`config.mk`:
```
export PLATFORM = sky130hd
export DESIGN_NAME = quickq_cmd_driver_flat
export DESIGN_NICKNAME = d
export VERILOG_FILES = /design/src/rtl/quickq_pkg.sv /design/src/rtl/quickq_cmd_driver_if.sv /design/src/rtl/quickq_timeout_ctr.sv /design/src/rtl/quickq_cmd_driver.sv /design/src/flat_wrapper.sv
export SDC_FILE = /design/constraint.sdc
export NUM_CORES = 1
export LEC_CHECK = 0
export BUFFER_PORTS_ARGS = -buffer_cell sky130_fd_sc_hd__buf_2
export CAP_MARGIN = 25
export CORE_ASPECT_RATIO = 1.4
export CORE_MARGIN = 1.5
export CORE_UTILIZATION = 33
export CTS_BUF_LIST = sky130_fd_sc_hd__clkbuf_16
export DETAILED_ROUTE_END_ITERATION = 7
export PLACE_DENSITY_LB_ADDON = 0.1
export SETUP_SLACK_MARGIN = 0.4
export SLEW_MARGIN = 15
export SYNTH_ARGS = -nofsm -noshare
export SYNTH_HDL_FRONTEND = slang
export SYNTH_HIERARCHICAL = 1
export SYNTH_SLANG_ARGS = --single-unit
```
`constraint.sdc`:
```
create_clock -name clk -period 3.5 [get_ports clk]
set_input_delay 0.175 -clock clk [delete_from_list [all_inputs] [get_ports clk]]
set_output_delay 0.175 -clock clk [all_outputs]
set_load 0.05 [all_outputs]
```
`src/rtl/quickq_pkg.sv`:
```
// rtl/quickq_pkg.sv - shared op, status and state types for the QuickQ command driver
package quickq_pkg;

   typedef enum logic {
      OP_ENQ = 1'b0,
      OP_DEQ = 1'b1
   } op_e;

   typedef enum logic [1:0] {
      ST_OK      = 2'b00,
      ST_FULL    = 2'b01,
      ST_EMPTY   = 2'b10,
      ST_TIMEOUT = 2'b11
   } status_e;

   typedef enum logic [1:0] {
      S_IDLE,
      S_ISSUE,
      S_WAIT,
      S_RESP
   } drv_state_e;

endpackage

```
`src/rtl/quickq_cmd_driver_if.sv`:
```
// rtl/quickq_cmd_driver_if.sv - host command/response handshake bundle for the QuickQ driver
interface quickq_cmd_driver_if #(
   parameter int W = 32
);
   logic         cmd_valid;
   logic         cmd_ready;
   logic         cmd_op;
   logic [W-1:0] cmd_data;
   logic         rsp_valid;
   logic         rsp_ready;
   logic [W-1:0] rsp_data;
   logic [1:0]   rsp_status;

   modport master (
      output cmd_valid, cmd_op, cmd_data, rsp_ready,
      input  cmd_ready, rsp_valid, rsp_data, rsp_status
   );

   modport slave (
      input  cmd_valid, cmd_op, cmd_data, rsp_ready,
      output cmd_ready, rsp_valid, rsp_data, rsp_status
   );
endinterface

```
`src/rtl/quickq_timeout_ctr.sv`:
```
// rtl/quickq_timeout_ctr.sv - in-flight cycle counter; expired once the count reaches TIMEOUT-1
module quickq_timeout_ctr #(
   parameter int TIMEOUT = 64
) (
   input  logic clk,
   input  logic rst,
   input  logic clear,
   input  logic enable,
   output logic expired
);
   localparam int CW = $clog2(TIMEOUT);

   logic [CW-1:0] cnt;

   assign expired = (cnt == CW'(TIMEOUT - 1));

   always_ff @(posedge clk or negedge rst) begin
      if (!rst) begin
         cnt <= '0;
      end else if (clear) begin
         cnt <= '0;
      end else if (enable && !expired) begin
         cnt <= cnt + CW'(1);
      end
   end
endmodule

```
`src/rtl/quickq_cmd_driver.sv`:
```
// rtl/quickq_cmd_driver.sv - single-outstanding QuickQ core initiator; QUICKQ_DRV_STATS_EN adds response counters
module quickq_cmd_driver
   import quickq_pkg::*;
#(
   parameter int W       = 32,
   parameter int TIMEOUT = 64
`ifdef QUICKQ_DRV_STATS_EN
   ,
   parameter int CNT_W   = 16
`endif
) (
   input  logic                 clk,
   input  logic                 rst,
   quickq_cmd_driver_if.slave   host,
   output logic                 q_enq,
   output logic                 q_deq,
   output logic [W-1:0]         q_data,
   input  logic                 q_done,
   input  logic                 q_full,
   input  logic                 q_empty,
   input  logic [W-1:0]         q_min
`ifdef QUICKQ_DRV_STATS_EN
   ,
   output logic [CNT_W-1:0]     stat_enq,
   output logic [CNT_W-1:0]     stat_deq,
   output logic [CNT_W-1:0]     stat_err
`endif
);

   drv_state_e   state;
   op_e          op_q;
   op_e          cmd_op;
   status_e      status_q;
   logic         cmd_ready_q;
   logic         rsp_valid_q;
   logic [W-1:0] rsp_data_q;
   logic         accept;
   logic         rsp_hs;
   logic         in_flight;
   logic         tmo_expired;

   assign cmd_op    = op_e'(host.cmd_op);
   assign accept    = cmd_ready_q & host.cmd_valid;
   assign rsp_hs    = rsp_valid_q & host.rsp_ready;
   assign in_flight = (state == S_ISSUE) || (state == S_WAIT);

   assign host.cmd_ready  = cmd_ready_q;
   assign host.rsp_valid  = rsp_valid_q;
   assign host.rsp_data   = rsp_data_q;
   assign host.rsp_status = status_q;

   // Held at zero outside ISSUE/WAIT, so the count reads 0 in the ISSUE cycle.
   quickq_timeout_ctr #(
      .TIMEOUT (TIMEOUT)
   ) u_tmo (
      .clk     (clk),
      .rst     (rst),
      .clear   (!in_flight),
      .enable  (in_flight),
      .expired (tmo_expired)
   );

   always_ff @(posedge clk or negedge rst) begin
      if (!rst) begin
         state       <= S_IDLE;
         op_q        <= OP_ENQ;
         status_q    <= ST_OK;
         cmd_ready_q <= 1'b0;
         rsp_valid_q <= 1'b0;
         rsp_data_q  <= '0;
         q_enq       <= 1'b0;
         q_deq       <= 1'b0;
         q_data      <= '0;
      end else begin
         case (state)
            S_IDLE: begin
               if (accept) begin
                  cmd_ready_q <= 1'b0;
                  op_q        <= cmd_op;
                  if (cmd_op == OP_ENQ && q_full) begin
                     rsp_valid_q <= 1'b1;
                     status_q    <= ST_FULL;
                     rsp_data_q  <= '0;
                     state       <= S_RESP;
                  end else if (cmd_op == OP_DEQ && q_empty) begin
                     rsp_valid_q <= 1'b1;
                     status_q    <= ST_EMPTY;
                     rsp_data_q  <= '0;
                     state       <= S_RESP;
                  end else begin
                     // DEQ carries no payload, so the core sees zero rather than stale host data.
                     q_enq  <= (cmd_op == OP_ENQ);
                     q_deq  <= (cmd_op == OP_DEQ);
                     q_data <= (cmd_op == OP_ENQ) ? host.cmd_data : '0;
                     state  <= S_ISSUE;
                  end
               end else begin
                  cmd_ready_q <= 1'b1;
               end
            end
            S_ISSUE, S_WAIT: begin
               q_enq <= 1'b0;
               q_deq <= 1'b0;
               if (q_done) begin
                  rsp_valid_q <= 1'b1;
                  status_q    <= ST_OK;
                  rsp_data_q  <= (op_q == OP_DEQ) ? q_min : '0;
                  q_data      <= '0;
                  state       <= S_RESP;
               end else if (state == S_WAIT && tmo_expired) begin
                  rsp_valid_q <= 1'b1;
                  status_q    <= ST_TIMEOUT;
                  rsp_data_q  <= '0;
                  q_data      <= '0;
                  state       <= S_RESP;
               end else begin
                  state <= S_WAIT;
               end
            end
            S_RESP: begin
               if (rsp_hs) begin
                  rsp_valid_q <= 1'b0;
                  cmd_ready_q <= 1'b1;
                  state       <= S_IDLE;
               end
            end
            default: state <= S_IDLE;
         endcase
      end
   end

`ifdef QUICKQ_DRV_STATS_EN
   always_ff @(posedge clk or negedge rst) begin
      if (!rst) begin
         stat_enq <= '0;
         stat_deq <= '0;
         stat_err <= '0;
      end else if (rsp_hs) begin
         if (status_q != ST_OK) begin
            if (stat_err != '1) stat_err <= stat_err + CNT_W'(1);
         end else if (op_q == OP_ENQ) begin
            if (stat_enq != '1) stat_enq <= stat_enq + CNT_W'(1);
         end else begin
            if (stat_deq != '1) stat_deq <= stat_deq + CNT_W'(1);
         end
      end
   end
`endif

endmodule

```
`src/flat_wrapper.sv`:
```
// flat-port wrapper written by rule: the top's interface ports become plain ports
module quickq_cmd_driver_flat import quickq_pkg::*;
#(
   parameter int W       = 32,
   parameter int TIMEOUT = 64

)
  (clk, rst, q_enq, q_deq, q_data, q_done, q_full, q_empty, q_min, host_cmd_valid, host_cmd_op, host_cmd_data, host_rsp_ready, host_cmd_ready, host_rsp_valid, host_rsp_data, host_rsp_status);
  quickq_cmd_driver_if #(.W(W)) host_i ();
  input  logic clk;
  input  logic rst;
  output logic q_enq;
  output logic q_deq;
  output logic [W-1:0] q_data;
  input  logic q_done;
  input  logic q_full;
  input  logic q_empty;
  input  logic [W-1:0] q_min;
  input wire logic [$bits(host_i.cmd_valid)-1:0] host_cmd_valid;
  input wire logic [$bits(host_i.cmd_op)-1:0] host_cmd_op;
  input wire logic [$bits(host_i.cmd_data)-1:0] host_cmd_data;
  input wire logic [$bits(host_i.rsp_ready)-1:0] host_rsp_ready;
  output wire logic [$bits(host_i.cmd_ready)-1:0] host_cmd_ready;
  output wire logic [$bits(host_i.rsp_valid)-1:0] host_rsp_valid;
  output wire logic [$bits(host_i.rsp_data)-1:0] host_rsp_data;
  output wire logic [$bits(host_i.rsp_status)-1:0] host_rsp_status;
  assign host_i.cmd_valid = host_cmd_valid;
  assign host_i.cmd_op = host_cmd_op;
  assign host_i.cmd_data = host_cmd_data;
  assign host_i.rsp_ready = host_rsp_ready;
  assign host_cmd_ready = host_i.cmd_ready;
  assign host_rsp_valid = host_i.rsp_valid;
  assign host_rsp_data = host_i.rsp_data;
  assign host_rsp_status = host_i.rsp_status;
  quickq_cmd_driver #(.W(W), .TIMEOUT(TIMEOUT)) u_core (.clk(clk), .rst(rst), .host(host_i), .q_enq(q_enq), .q_deq(q_deq), .q_data(q_data), .q_done(q_done), .q_full(q_full), .q_empty(q_empty), .q_min(q_min));
endmodule
```
== Word-level counts from Yosys, hierarchy flattened ==
Cells that the tools add are included.

* Bits in registers: 79
* Input port bits: 72

* Add/subtract/negate cells: 1
* Eq/ne operators: 11
* Multiplexer cells: 46
* Bitwise gates (word level): 3
* Reduce and logical (&&, ||, !) cells: 17

{| class="wikitable"
|+ Operators with widths
! kind !! count
|-
| $mux W32 || 11
|-
| $pmux W32 S2 || 2
|-
| $mux W2 || 10
|-
| $mux W1 || 15
|-
| $mux W6 || 2
|-
| $reduce_and A4 Y1 || 3
|-
| $add A6 B1 Y6 const B || 1
|-
| $eq A6 B6 Y1 const B || 1
|-
| $ne A2 B1 Y1 const B || 3
|-
| $pmux W1 S2 || 3
|-
| $pmux W2 S3 || 1
|-
| $reduce_and A2 Y1 || 3
|-
| $reduce_and A5 Y1 || 1
|-
| $eq A2 B2 Y1 const B || 2
|-
| $logic_and A1 B1 Y1 || 4
|-
| $ne A2 B2 Y1 const B || 2
|-
| $pmux W2 S2 || 1
|-
| $reduce_bool A2 Y1 || 2
|-
| $ne A3 B1 Y1 const B || 1
|-
| $ne A3 B2 Y1 const B || 1
|-
| $pmux W1 S3 || 1
|-
| $and A1 B1 Y1 || 2
|-
| $eq A2 B1 Y1 const B || 1
|-
| $logic_not A2 Y1 || 1
|-
| 4 further kinds || 4
|}

== Depth between registers and ports, before layout ==
* Depth after elaboration: 5
* Depth in mapped cells: 9

== Modules after synthesis ==
Netlist, hierarchy kept.

{| class="wikitable"
|+ By module, submodules not included
! module !! times used !! cells an instance !! area each (um^2) !! seq. area each (um^2)
|-
| quickq_cmd_driver || 1 || 336 || 3305.7 || 1826.8
|-
| quickq_timeout_ctr || 1 || 39 || 380.4 || 150.1
|}

== Worst setup path after synthesis ==
No wires, ideal clock.

* Path kind: register to register
* From: reg u_core.state[0]
* To: reg u_core.status_q[1], in the netlist u_core/host.rsp_status[1]
* Arrival time: 2005 ps
* Data required time: 3372 ps
* Slack: 1368 ps
* Cell stages (with the launch flop): 8
* Path buffers: 2
* Period minus slack after synthesis: 2132 ps
* Cells stage by stage: dfrtp_1 > inv_1 > ha_1 > buf_2 > nor2b_4 > a222oi_1 > buf_4 > mux2_1

* Word-level cells in the longest chain between the ends: 4
* Elaborated cells on any way between the ends: 11

{| class="wikitable"
|+ RTL lines
! item !! line !! RTL
|-
| from (decl) || quickq_cmd_driver.sv:30 || <nowiki>drv_state_e state;</nowiki>
|-
| from (signal assigned) || quickq_cmd_driver.sv:65 || <nowiki>state <= S_IDLE;</nowiki>
|-
| from (signal assigned) || quickq_cmd_driver.sv:84 || <nowiki>state <= S_RESP;</nowiki>
|-
| from (signal assigned) || quickq_cmd_driver.sv:89 || <nowiki>state <= S_RESP;</nowiki>
|-
| $eq A2 B2 Y1 / $eq A2 B1 Y1 (equally long branches) || quickq_cmd_driver.sv:75, quickq_cmd_driver.sv:110 ||
|-
| $reduce_or A2 Y1 / $logic_and A1 B1 Y1 (equally long branches) || quickq_cmd_driver.sv:75, quickq_cmd_driver.sv:110 ||
|-
| $ne A3 B2 Y1 (no line) / $reduce_bool A2 Y1 (equally long branches) || -- ||
|-
| $reduce_and A4 Y1 (no line) || -- ||
|-
| to (signal assigned) || quickq_cmd_driver.sv:82 || <nowiki>status_q <= ST_FULL;</nowiki>
|-
| to (signal assigned) || quickq_cmd_driver.sv:87 || <nowiki>status_q <= ST_EMPTY;</nowiki>
|-
| to (signal assigned) || quickq_cmd_driver.sv:112 || <nowiki>status_q <= ST_TIMEOUT;</nowiki>
|-
| to (decl) || quickq_cmd_driver.sv:33 || <nowiki>status_e status_q;</nowiki>
|}

Parallel ways exist; a longest one is shown, timed or not.
A chain may end at the register's enable or synchronous reset.

== Worst setup path after layout ==
* From: reg u_core.state[1]
* To: reg u_core.rsp_data_q[0], in the netlist u_core/host.rsp_data[0]

* Word-level cells in the longest chain between the ends: 4
* Elaborated cells on any way between the ends: 11

{| class="wikitable"
|+ RTL lines
! item !! line !! RTL
|-
| $eq A2 B2 Y1 / $eq A2 B1 Y1 (equally long branches) || quickq_cmd_driver.sv:75, quickq_cmd_driver.sv:110 ||
|-
| $reduce_or A2 Y1 / $logic_and A1 B1 Y1 (equally long branches) || quickq_cmd_driver.sv:75, quickq_cmd_driver.sv:110 ||
|-
| $ne A3 B2 Y1 (no line) / $reduce_bool A2 Y1 (equally long branches) || -- ||
|-
| $reduce_and A4 Y1 (no line) || -- ||
|-
| to (signal assigned) || quickq_cmd_driver.sv:107 || <nowiki>rsp_data_q <= (op_q == OP_DEQ) ? q_min : '0;</nowiki>
|-
| to (decl) || quickq_cmd_driver.sv:36 || <nowiki>logic [W-1:0] rsp_data_q;</nowiki>
|}

Parallel ways exist; a longest one is shown, timed or not.

==> impl_metrics.py <==
metrics = {
    "run_status": {
        "outcome": "finished, final reports clean",
    },
    "synthesis": {
        "synthesis.nets": 452,
        "synth_enable_flop_cells": 0,
        "yosysTopAreaCell": "dfrtp_1",
        "ys_seq_area_share_pct": 53.6,
        "synth-warning-count": 6,
        "syn_area_sq_mm": 0.00369,
        "synth-async-reset-ratio_pct": 100,
        "syn_avg_cell_area_sq_um": 9.83,
        "ys_ff_latch": 79,
        "synth_ff_type": "dfrtp_1",
        "yosys.cell_types.count": 42,
        "synthCells": 375,
        "synthTopCellsByArea": "dfrtp_1, mux2i_1, inv_1",
        "synth_top_area_share_pct": 53.6,
        "synth_common_cells": "dfrtp_1, inv_1, nand2_1, nand3_1, mux2i_1",
        "synth_most_common_cell": "dfrtp_1",
    },
    "setup_path": {
        "crit_path_max_incr_delay_ns": 0.57,
        "cp-start-kind": "flop",
        "path_cells": "inv_1, ha_1, buf_4, nand2b_1, a222oi_1, buf_12, nand3_1, o21ai_1",
        "cp_max_fo": 66,
        "cp.arrival_ns": 2.55,
        "critPathBufInv": 3,
        "critPathKind": "reg -> reg",
        "rr_worst_depth": 8,
        "crit_family": "compound AO/OA/AOI/OAI gates",
        "critical_path_required_ns": 3.75,
        "critPathCaptureType": "flop",
        "cp_num_cells": 8,
        "ff2ff_setup_slack_ns": 1.20,
        "timing.critical_path.slowest_stage_cell": "a222oi_1",
    },
    "job": {
        "maxCapViolations": 0,
    },
    "die": {
        "num_rows": 45,
        "pin_count": 142,
        "die_y_microns": 128,
        "die_w_microns": 92.3,
        "fp.coreArea_sq_mm": 0.0109,
        "start_util_pct": 33.9,
        "die_area_sq_mm": 0.0118,
    },
    "detailed_routing": {
        "vias": 3049,
        "drt_iter0_drc": 110,
        "wire_per_inst_microns": 13.0,
        "ant_nets": 0,
        "drt_first_pass_iters": 5,
        "wirelength_mm": 8.60,
        "viasPerCell": 4.62,
        "drc_errors": 0,
    },
    "place": {
        "gp_congestion": 0.741,
        "port_buffers": 141,
        "dp.final_hpwl_mm": 6.21,
    },
    "sta": {
        "fin_crit_ns": 2.30,
        "fin_tns_setup_ns": 0,
        "rsz0062_at_grt": "no",
        "finClkSkew_ns": 0.00622,
        "worst_slew_pin_slew_ns": 0.746,
        "clock.fmax_ghz": 0.435,
        "setup_violations": 0,
        "maxSlewHeadroom_pct": 50.2,
        "finalCritPeriodShare_pct": 65.7,
        "slew_viol_final": 0,
        "finalHoldViolations": 0,
    },
    "global_route": {
        "grt_util_all_layers_pct": 15.4,
        "grt_pass1_wl_mm": 14.3,
        "grt_max_degree": 67,
        "grt_pass1_vias": 3003,
        "overflow": 0,
        "antenna_found_initial": 0,
    },
    "clock_network": {
        "clockBufferDepth": 2,
        "clk_pin_slew_worst_paths_ns": 0.06,
        "cts_made_buffers": 9,
        "cts_tree": "yes",
        "clk_latency_ns": 0.33,
        "h-tree-depth": 3,
        "clock-root-buffer": "clkbuf_16",
        "cts_sinks": 79,
        "postCtsSetupBuffers": 0,
    },
    "layout": {
        "fin_nets": 592,
        "antenna_cells": 0,
        "drive_gt1_share_pct": 32.6,
        "area_growth_syn_to_layout_pct": 30.9,
    },
    "worst_hold_path": {
        "hold_depth": 3,
        "hp-class": "in -> reg",
    },
}
## per-layer routing
layer	track usage, %	vias to the layer above	part of all wire (%)
li1	-	1502	-
met1	18.5	1444	44
met2	26.0	94	49
met3	3.26	9	5.7
met4	7.33	0	1.4
met5	0	-	0
## registers in the layout, summed over array words and instances (netlist names), 2 cells and up
| name | count |
|---|---|
| u_core/host.rsp_data | 32 |
| u_core/q_data | 32 |
| u_core/u_tmo/cnt | 6 |
| u_core/host.rsp_status | 2 |
| u_core/state | 2 |
## area by class of cell
cell class	count	area [sq um]
Timing Repair Buffer	150	811
Fill cell	1081	6040
Multi-Input combinational cell	203	1310
Clock buffer	9	225
Inverter	72	270
Sequential cell	79	1980
Tap cell	141	176
Clock inverter	6	55.1
## timing repair
item,CTS,global route
hold buffers,1,0
hold endpoints to repair,36,0
gates resized for setup,0,0
## stage by stage
stage	hold slack, ns	std cells	setup WS, ns	util, %	cell area [sq um]
final	0.0740	660	1.20	44.4	4820
after global routing	0.0753	660	0.935	44.4	4820
after CTS	0.0553	660	1.20	44.4	4820
after detailed placement	0.177	644	1.22	41.7	4530
after global placement	0.406	643	1.24	41.5	4510
after floorplan	-0.121	375	1.37	-	3690
## placed cells by master, fill, tap and decap left out, types with 3 or more instances in the layout
master / netlist / routed
a21oi_1: 8 / 8
buf_2: 3 / 140
buf_4: 2 / 7
clkbuf_16: 0 / 9
dfrtp_1: 79 / 79
ha_1: 5 / 5
inv_1: 72 / 74
mux2i_1: 34 / 34
nand2_1: 41 / 41
nand3_1: 36 / 36
nor2_1: 4 / 3
nor3b_1: 3 / 3
o211ai_1: 3 / 3
o21ai_0: 10 / 10
o21ai_1: 26 / 26
## tightest hold or removal path, cell delays in order
cell	delay, ns
buf_2	0.07
nand3_1	0.05
o21ai_0	0.07
## final timing paths
check                                                 startpoint                                     to
max                                  u_core/state[1]$_DFFE_PN0P_    u_core/host.rsp_data[0]$_DFFE_PN0P_
max in group asynchronous                                    rst          u_core/q_data[15]$_DFFE_PN0P_
min reg2reg                u_core/host.rsp_status[1]$_DFFE_PN0P_  u_core/host.rsp_status[1]$_DFFE_PN0P_
min in group asynchronous                                    rst   u_core/host.rsp_data[25]$_DFFE_PN0P_
max reg2reg                          u_core/state[1]$_DFFE_PN0P_    u_core/host.rsp_data[0]$_DFFE_PN0P_
min                                                    q_min[13]   u_core/host.rsp_data[13]$_DFFE_PN0P_
## cell families (layout without fill, tap and decap cells)
| kind of cell | count (synthesis) | count (layout) | share of synthesized area (%) |
|---|---|---|---|
| simple gates | 101 | 101 | 13.6 |
| buf+inv | 93 | 237 | 11.2 |
| flops | 79 | 79 | 53.6 |
| compound gates | 61 | 61 | 9.98 |
| mux | 36 | 36 | 9.84 |
| fa+ha+maj | 5 | 5 | 1.70 |
Power is left out: the tool's default activity adds up to more than one toggle a clock period on the data nets, which glitch-free logic cannot reach.
